--- src/rtl/floor_div_pow2_mc.sv ---
// Pipelined floor(x / 2^s) on IEEE-754 single-precision values.
// Three stages: decode, exponent/mask/sticky, floor increment and assembly.
module floor_div_pow2_mc #(
    parameter int NEG_FLOOR = 1,
    parameter int SHIFT_W   = 5
) (
    input  logic        clk,
    input  logic        reset,
    input  logic        clk_en,
    input  logic        start,
    input  logic [31:0] dataa,
    input  logic [31:0] datab,
    output logic        done,
    output logic [31:0] result
);

    // Wide enough that e - 127 - s never wraps for any shift amount.
    localparam int EW = ((SHIFT_W > 8) ? SHIFT_W : 8) + 2;
    localparam logic signed [EW-1:0] BIAS   = EW'(127);
    localparam logic signed [EW-1:0] E_TOP  = EW'(22);
    localparam logic signed [EW-1:0] M_BITS = EW'(23);
    localparam logic [31:0] NEG_ZERO = 32'h8000_0000;
    localparam logic [31:0] NEG_ONE  = 32'hBF80_0000;

    typedef enum logic [1:0] {
        CL_ZERO = 2'd0,
        CL_NORM = 2'd1,
        CL_SPEC = 2'd2
    } cls_t;

    function automatic logic [31:0] floor_assemble(
        input logic        sgn,
        input logic [7:0]  expo,
        input logic [22:0] man,
        input logic        bump,
        input logic [23:0] unit
    );
        logic [24:0] sig;
        sig = {2'b01, man} + (bump ? {1'b0, unit} : 25'd0);
        if (sig[24]) begin
            return {sgn, expo + 8'd1, 23'd0};
        end
        return {sgn, expo, sig[22:0]};
    endfunction

    // ---- stage 1: operand decode
    logic               vld_p1_q;
    logic               sign_p1_q;
    logic [7:0]         exp_p1_q;
    logic [22:0]        man_p1_q;
    logic [SHIFT_W-1:0] shf_p1_q;
    cls_t               cls_p1_q;
    cls_t               cls_d;

    always_comb begin
        cls_d = CL_NORM;
        if (dataa[30:23] == 8'hFF) begin
            cls_d = CL_SPEC;
        end else if (dataa[30:23] == 8'h00) begin
            cls_d = CL_ZERO;
        end
    end

    always_ff @(posedge clk) begin
        if (reset) begin
            vld_p1_q <= 1'b0;
        end else if (clk_en) begin
            vld_p1_q <= start;
        end
    end

    always_ff @(posedge clk) begin
        if (clk_en && start) begin
            sign_p1_q <= dataa[31];
            exp_p1_q  <= dataa[30:23];
            man_p1_q  <= dataa[22:0];
            shf_p1_q  <= datab[SHIFT_W-1:0];
            cls_p1_q  <= cls_d;
        end
    end

    // ---- stage 2: unbiased exponent, truncation mask, sticky
    logic signed [EW-1:0] exp_ext;
    logic signed [EW-1:0] shf_ext;
    logic signed [EW-1:0] eds;
    logic signed [EW-1:0] big_e;
    logic signed [EW-1:0] nclr;
    logic [23:0]          unit_full;
    logic [22:0]          lowmask;

    logic        spec_d;
    logic [31:0] spval_d;
    logic [22:0] man_d;
    logic        stk_d;
    logic [23:0] unit_d;

    logic        vld_p2_q;
    logic        spec_p2_q;
    logic [31:0] spval_p2_q;
    logic        sign_p2_q;
    logic [7:0]  expo_p2_q;
    logic [22:0] man_p2_q;
    logic        stk_p2_q;
    logic [23:0] unit_p2_q;

    always_comb begin
        exp_ext   = {{(EW-8){1'b0}}, exp_p1_q};
        shf_ext   = {{(EW-SHIFT_W){1'b0}}, shf_p1_q};
        eds       = exp_ext - shf_ext;
        big_e     = eds - BIAS;
        nclr      = M_BITS - big_e;
        unit_full = 24'h1 << nclr;
        lowmask   = unit_full[22:0] - 23'd1;

        spec_d  = 1'b0;
        spval_d = 32'h0;
        man_d   = man_p1_q;
        stk_d   = 1'b0;
        unit_d  = 24'h0;
        case (cls_p1_q)
            CL_SPEC: begin
                spec_d  = 1'b1;
                spval_d = {sign_p1_q, exp_p1_q, man_p1_q};
            end
            CL_ZERO: begin
                spec_d = 1'b1;
                if (sign_p1_q) begin
                    // Negative denormals floor to -1 only in true-floor mode.
                    spval_d = (man_p1_q != 23'd0 && NEG_FLOOR != 0) ? NEG_ONE : NEG_ZERO;
                end
            end
            default: begin
                if (sign_p1_q && NEG_FLOOR == 0) begin
                    spec_d  = 1'b1;
                    spval_d = NEG_ZERO;
                end else if (big_e[EW-1]) begin
                    spec_d  = 1'b1;
                    spval_d = sign_p1_q ? NEG_ONE : 32'h0;
                end else if (big_e <= E_TOP) begin
                    man_d  = man_p1_q & ~lowmask;
                    stk_d  = |(man_p1_q & lowmask);
                    unit_d = unit_full;
                end
            end
        endcase
    end

    always_ff @(posedge clk) begin
        if (reset) begin
            vld_p2_q <= 1'b0;
        end else if (clk_en) begin
            vld_p2_q <= vld_p1_q;
        end
    end

    always_ff @(posedge clk) begin
        if (clk_en && vld_p1_q) begin
            spec_p2_q  <= spec_d;
            spval_p2_q <= spval_d;
            sign_p2_q  <= sign_p1_q;
            expo_p2_q  <= eds[7:0];
            man_p2_q   <= man_d;
            stk_p2_q   <= stk_d;
            unit_p2_q  <= unit_d;
        end
    end

    // ---- stage 3: floor increment and output assembly
    logic        done_q;
    logic [31:0] result_q;
    logic [31:0] result_d;
    logic        bump_d;

    always_comb begin
        bump_d   = sign_p2_q && stk_p2_q && (NEG_FLOOR != 0);
        result_d = spec_p2_q ? spval_p2_q
                             : floor_assemble(sign_p2_q, expo_p2_q, man_p2_q, bump_d, unit_p2_q);
    end

    always_ff @(posedge clk) begin
        if (reset) begin
            done_q   <= 1'b0;
            result_q <= 32'h0;
        end else if (clk_en) begin
            done_q <= vld_p2_q;
            if (vld_p2_q) begin
                result_q <= result_d;
            end
        end
    end

    assign done   = done_q;
    assign result = result_q;

endmodule

--- config.mk ---
export PLATFORM = sky130hd
export DESIGN_NAME = floor_div_pow2_mc
export DESIGN_NICKNAME = d
export VERILOG_FILES = /design/src/rtl/floor_div_pow2_mc.sv
export SDC_FILE = /design/constraint.sdc
export NUM_CORES = 1
export LEC_CHECK = 0
export CORE_UTILIZATION = 36
export CTS_CLUSTER_SIZE = 28
export DETAILED_ROUTE_END_ITERATION = 10
export GPL_TIMING_DRIVEN = 0
export MAX_ROUTING_LAYER = met4
export PLACE_DENSITY = 0.55
export SLEW_MARGIN = 20
export SYNTH_ARGS = -nofsm -noshare
export SYNTH_HDL_FRONTEND = slang
export SYNTH_SLANG_ARGS = --single-unit
--- constraint.sdc ---
create_clock -name clk -period 5 [get_ports clk]
set_input_delay 1 -clock clk [delete_from_list [all_inputs] [get_ports clk]]
set_output_delay 1 -clock clk [all_outputs]
set_load 0.05 [all_outputs]
==> results by stage <==
Synthesis:
- After synthesis the netlist holds a flip-flop and latch count of 164.
- Of all flip-flops after synthesis, the portion carrying an async set or reset was 0%.
- Summed over all instances, the cell type with the most area after synthesis is sky130_fd_sc_hd__edfxtp_1.
- Summing the sequential cell areas from Yosys gives 51.6% of the chip area.
- The number of nets handed over by synthesis was 952.
- In this run the cell area of the synthesized design comes to 0.00887 mm^2.
- After technology mapping, the gate count stands at 849.
- The dominant register cell in the synthesized netlist is sky130_fd_sc_hd__edfxtp_1.
- The top cell type by area accounts for 43.7% of the synthesized area.
- Counting flops with a built-in enable in the synthesized netlist gives 129.
- By area the synthesized netlist is led by sky130_fd_sc_hd__edfxtp_1, sky130_fd_sc_hd__dfxtp_1, sky130_fd_sc_hd__ha_1, sky130_fd_sc_hd__nor2_1, sky130_fd_sc_hd__a21oi_1.
- The number of warnings printed during yosys synthesis is 0.
- The average instance area after synthesis is 10.4 um^2.
- In this run, distinct cell masters in the synthesized netlist total 77.

Hold path:
- The path class of the tightest hold or removal check is reg -> reg.

Die:
- In this run the horizontal extent of the chip is 159 um.
- The I/O pin count is 101.
- Row generation in the floorplan step produced 57 rows.
- The vertical extent of the die is 159 um.
- The initial utilization of the core area, before any placement, comes to 36.6%.
- The total die area is 0.0253 mm^2.
- The total area inside the core boundary comes to 0.0242 mm^2.

Pwr:
- The analysis attributes to net switching a power of 0.00135 W.
- Of the total power, the clock network draws 33.5%.
- Net switching is 33.8% of the power.
- The share of total power dissipated in sequential elements is 39.4%.
- Summed over all cells, the static leakage comes to 3.95 nW.
- Power spread over the standard cell area amounts to 363 mW/mm^2.
- The internal power is 0.00264 W.
- Across the VDD grid, the largest voltage drop is 182 uV.
- The combinational share of power is 27.1%.

Final layout:
- Leaving out filler cells and counting taps, the final layout contains 1297.
- Cells fill 45.2% of the core in the end.
- The antenna diode count is 0.
- The layout net count is 1063.
- Relative to the synthesized area, the layout overhead comes to 23.7%.
- The final-layout fill cell count is 2363.
- Cells with a size suffix above 1 make up 11.2% of the layout.

Timing:
- Derived from the worst setup path, the maximum achievable clock frequency is 0.197 GHz.
- The number of hold violations in the final report came to 0.
- The max-slew violation total from the final report is 0.
- The worst path setup slack after routing is -0.0656 ns.
- The sum of negative setup slack is -0.0656 ns.
- The final period utilization is 101%.
- The final setup skew is 0.0147 ns.
- The number of setup violations in the final report is 1.
- The minimum clock period is 5.07 ns.
- Setup repair after global routing could not meet its margin everywhere.
- The slew at the pin closest to its max-slew limit is 0.942 ns.
- The relative max-transition margin is 36.7%.

Route:
- In this run the remaining antenna-violating nets after routing total 0.
- Wires add up to 25500 um.
- The number of violations reported at the end of detailed-routing iteration 0 is 532.
- Detailed routing inserted a total of 6898 vias.
- After detailed routing, the number of vias per cell comes to 5.32.
- For this run, design rule violations remaining after detail routing come to 1.
- The first detailed-routing pass ran for 9 iterations.
- The per-cell routed wire length is 19.7 um.

Critical path:
- The worst setup path is launched from a register.
- STA classifies the critical path endpoint as a register.
- The arrival time at the worst endpoint is 5.21 ns.
- The required time at the endpoint of the critical path is 5.14 ns.
- The critical path is of the reg -> reg type.
- The maximum fanout along the worst path is 8.

Global route:
- The number of global-route vias before repair came to 6686.
- Entering global routing, the biggest net connects 59 pins.
- The overall track demand over capacity in global routing is 21.1%.
- After global routing the overflow that remains totals 0.
- The first global-routing pass estimated 39200 um of wire.
- The initial antenna violation count is 0.

Place:
- The number of placed instances, taps included, is 1247.
- The number of port buffers is 72.
- The congestion estimate from routability-driven global placement came to 0.946.
- Detailed placement ended at an HPWL of 19300 um.

Clock network:
- The TritonCTS clock tree is yes.
- The number of sinks driven by the clock tree is 164.
- The cell at the root of the clock tree is sky130_fd_sc_hd__clkbuf_16.
- The clock reaches the later pin of the worst-skew pair after 0.43 ns.
- The post-CTS clock slew at the launch and capture registers of the worst setup and hold paths is 0.07 ns.
- The number of buffers added by the clock tree synthesis step is 17.
- CTS built an H-tree with a depth of 4.
- The maximum clock insertion buffer count is 2.
- For this design, the CTS-stage hold fixing added 0 buffers.

Flow run:
- Max-cap violations in this run came to 0.

Status:
- The final reports fail on DRC, setup timing.
- The run finished, with violations left.
## layout make-up
type / count / area [um^2] / share of cell area, %
repair buffers: 93 / 915 / 8.34
multi-input cells: 612 / 4170 / 38.0
flip-flops and latches: 164 / 4570 / 41.7
well taps: 324 / 405 / 3.70
clock buffers: 19 / 475 / 4.33
plain buffers: 37 / 175 / 1.60
clock inverters: 13 / 123 / 1.12
inverters: 35 / 135 / 1.23
## routing by layer
layer	vias to the layer above	GRT usage (%)	routed length, um	part of all wire (%)
met5	-	-	0	0
met4	0	8.44	670	2.6
met3	45	3.23	1000	3.9
met2	197	32.0	11600	45
met1	3267	28.3	12300	48
li1	3389	-	-	-
## power groups by stage
stage,combinational (W),clock (W),sequential (W)
after CTS,0.00102,0.00137,0.00157
after detailed placement,0.000939,0,0.00160
final,0.00108,0.00134,0.00157
after global routing,0.00115,0.00142,0.00158
after global placement,0.000947,0,0.00161
after floorplan,0.000622,0,0.00160
## stage by stage
stage / total power (W) / hold slack (ns) / instance area [um^2] / worst slack (ns)
global placement: 0.00255 / 0.451 / 9990 / -1.29
finish: 0.00399 / 0.464 / 11000 / -0.0656
CTS: 0.00395 / 0.471 / 10900 / 0.000385
detailed placement: 0.00254 / 0.457 / 10000 / -1.13
global route: 0.00415 / 0.503 / 11000 / -0.233
floorplan: 0.00222 / 0.442 / 8870 / 0.0648
## state kept, by name, indices dropped and copies added (netlist names)
register,count
exp_p1_q,8
done,1
sign_p1_q,1
stk_p2_q,1
spec_p2_q,1
spval_p2_q,32
unit_p2_q,24
vld_p2_q,1
man_p1_q,23
man_p2_q,23
cls_p1_q,2
expo_p2_q,8
vld_p1_q,1
shf_p1_q,5
result,32
sign_p2_q,1
## cell usage after synthesis, types with 3 or more instances
| library cell | count |
|---|---|
| sky130_fd_sc_hd__clkbuf_1 | 35 |
| sky130_fd_sc_hd__nand2_1 | 55 |
| sky130_fd_sc_hd__nor3_1 | 22 |
| sky130_fd_sc_hd__ha_1 | 33 |
| sky130_fd_sc_hd__edfxtp_1 | 129 |
| sky130_fd_sc_hd__inv_1 | 30 |
| sky130_fd_sc_hd__a21boi_0 | 5 |
| sky130_fd_sc_hd__xor2_1 | 7 |
| sky130_fd_sc_hd__inv_2 | 4 |
| sky130_fd_sc_hd__a41oi_1 | 5 |
| sky130_fd_sc_hd__xnor2_1 | 23 |
| sky130_fd_sc_hd__a31oi_1 | 8 |
| sky130_fd_sc_hd__dfxtp_1 | 35 |
| sky130_fd_sc_hd__a21oi_1 | 44 |
| sky130_fd_sc_hd__or3_1 | 6 |
| sky130_fd_sc_hd__nand4_1 | 12 |
| sky130_fd_sc_hd__nor4_1 | 10 |
| sky130_fd_sc_hd__o21bai_1 | 6 |
| sky130_fd_sc_hd__o31a_1 | 3 |
| sky130_fd_sc_hd__o21ai_0 | 32 |
| sky130_fd_sc_hd__o32ai_1 | 3 |
| sky130_fd_sc_hd__a41o_1 | 3 |
| sky130_fd_sc_hd__and3_1 | 30 |
| sky130_fd_sc_hd__nand3_1 | 21 |
| sky130_fd_sc_hd__nor2_1 | 108 |
| sky130_fd_sc_hd__o311ai_0 | 8 |
| sky130_fd_sc_hd__o211ai_1 | 6 |
| sky130_fd_sc_hd__nand2b_1 | 4 |
| sky130_fd_sc_hd__o21a_1 | 11 |
| sky130_fd_sc_hd__o31ai_1 | 6 |
| sky130_fd_sc_hd__nor3b_1 | 3 |
| sky130_fd_sc_hd__a221oi_1 | 15 |
| sky130_fd_sc_hd__and2_1 | 32 |
| sky130_fd_sc_hd__a21o_1 | 19 |
| sky130_fd_sc_hd__mux2i_1 | 4 |
| sky130_fd_sc_hd__o22ai_1 | 5 |
| sky130_fd_sc_hd__nor2b_1 | 9 |
## repair_timing
action / in CTS / in global routing
setup endpoints to repair: 12 / 3
buffers inserted: 13 / 6
pin swaps: 11 / 17
resized for setup: 24 / 17
## worst max-delay path: stages, from the launching register on
cell and delay [ns]:
sky130_fd_sc_hd__edfxtp_1 0.45, sky130_fd_sc_hd__inv_2 0.11, sky130_fd_sc_hd__ha_4 0.14, sky130_fd_sc_hd__inv_2 0.03, sky130_fd_sc_hd__fa_2 0.40, sky130_fd_sc_hd__a211oi_4 0.35
sky130_fd_sc_hd__buf_4 0.17, sky130_fd_sc_hd__buf_4 0.09, sky130_fd_sc_hd__o211a_1 0.18, sky130_fd_sc_hd__nand3_2 0.13, sky130_fd_sc_hd__and3_4 0.22, sky130_fd_sc_hd__o31a_1 0.34
sky130_fd_sc_hd__or2_1 0.26, sky130_fd_sc_hd__buf_6 0.15, sky130_fd_sc_hd__nor3_4 0.16, sky130_fd_sc_hd__nand3_2 0.12, sky130_fd_sc_hd__ha_4 0.22, sky130_fd_sc_hd__a21oi_2 0.14
sky130_fd_sc_hd__a21oi_2 0.04, sky130_fd_sc_hd__a2111o_1 0.36, sky130_fd_sc_hd__a2111o_1 0.30, sky130_fd_sc_hd__nor4_2 0.25, sky130_fd_sc_hd__a41oi_1 0.16
## layout by cell type, fill, tap and decap left out, drive strengths merged, types with 19 or more instances in the layout
cell / synthesis / routed
and3: 30 / 30
and2: 33 / 33
o21ai: 37 / 37
a21oi: 45 / 45
dfxtp: 35 / 35
buf: 3 / 24
clkbuf: 35 / 53
ha: 33 / 33
edfxtp: 129 / 129
nor2: 109 / 109
nor3: 24 / 24
nand2: 55 / 55
a21o: 19 / 19
inv: 34 / 45
xnor2: 24 / 24
nand3: 21 / 21
clkdlybuf4s50: 0 / 72
## path summary, 6_finish.rpt
path,start,end,slack (ns),depth (start not counted)
setup reg to reg,exp_p1_q[0],stk_p2_q,-0.07,22
hold / removal,result[24],result[24],0.46,2
hold reg to reg,result[24],result[24],0.46,2
setup / recovery,exp_p1_q[0],stk_p2_q,-0.07,22
## cells by family (layout without fill, tap and decap cells)
| kind of cell | Yosys count | after routing | share of synthesized area, % |
|---|---|---|---|
| multiplexers | 5 | 5 | 0.579 |
| AND/OR/NAND/NOR | 323 | 323 | 18.0 |
| buffers and inverters | 73 | 197 | 3.20 |
| flip-flops | 164 | 164 | 51.6 |
| AO/OA/AOI/OAI | 213 | 213 | 17.2 |
| XOR/XNOR | 36 | 36 | 4.35 |
| adder cells (fa/ha/maj) | 35 | 35 | 5.11 |
No activity file was read; power rests on OpenSTA's default activity.
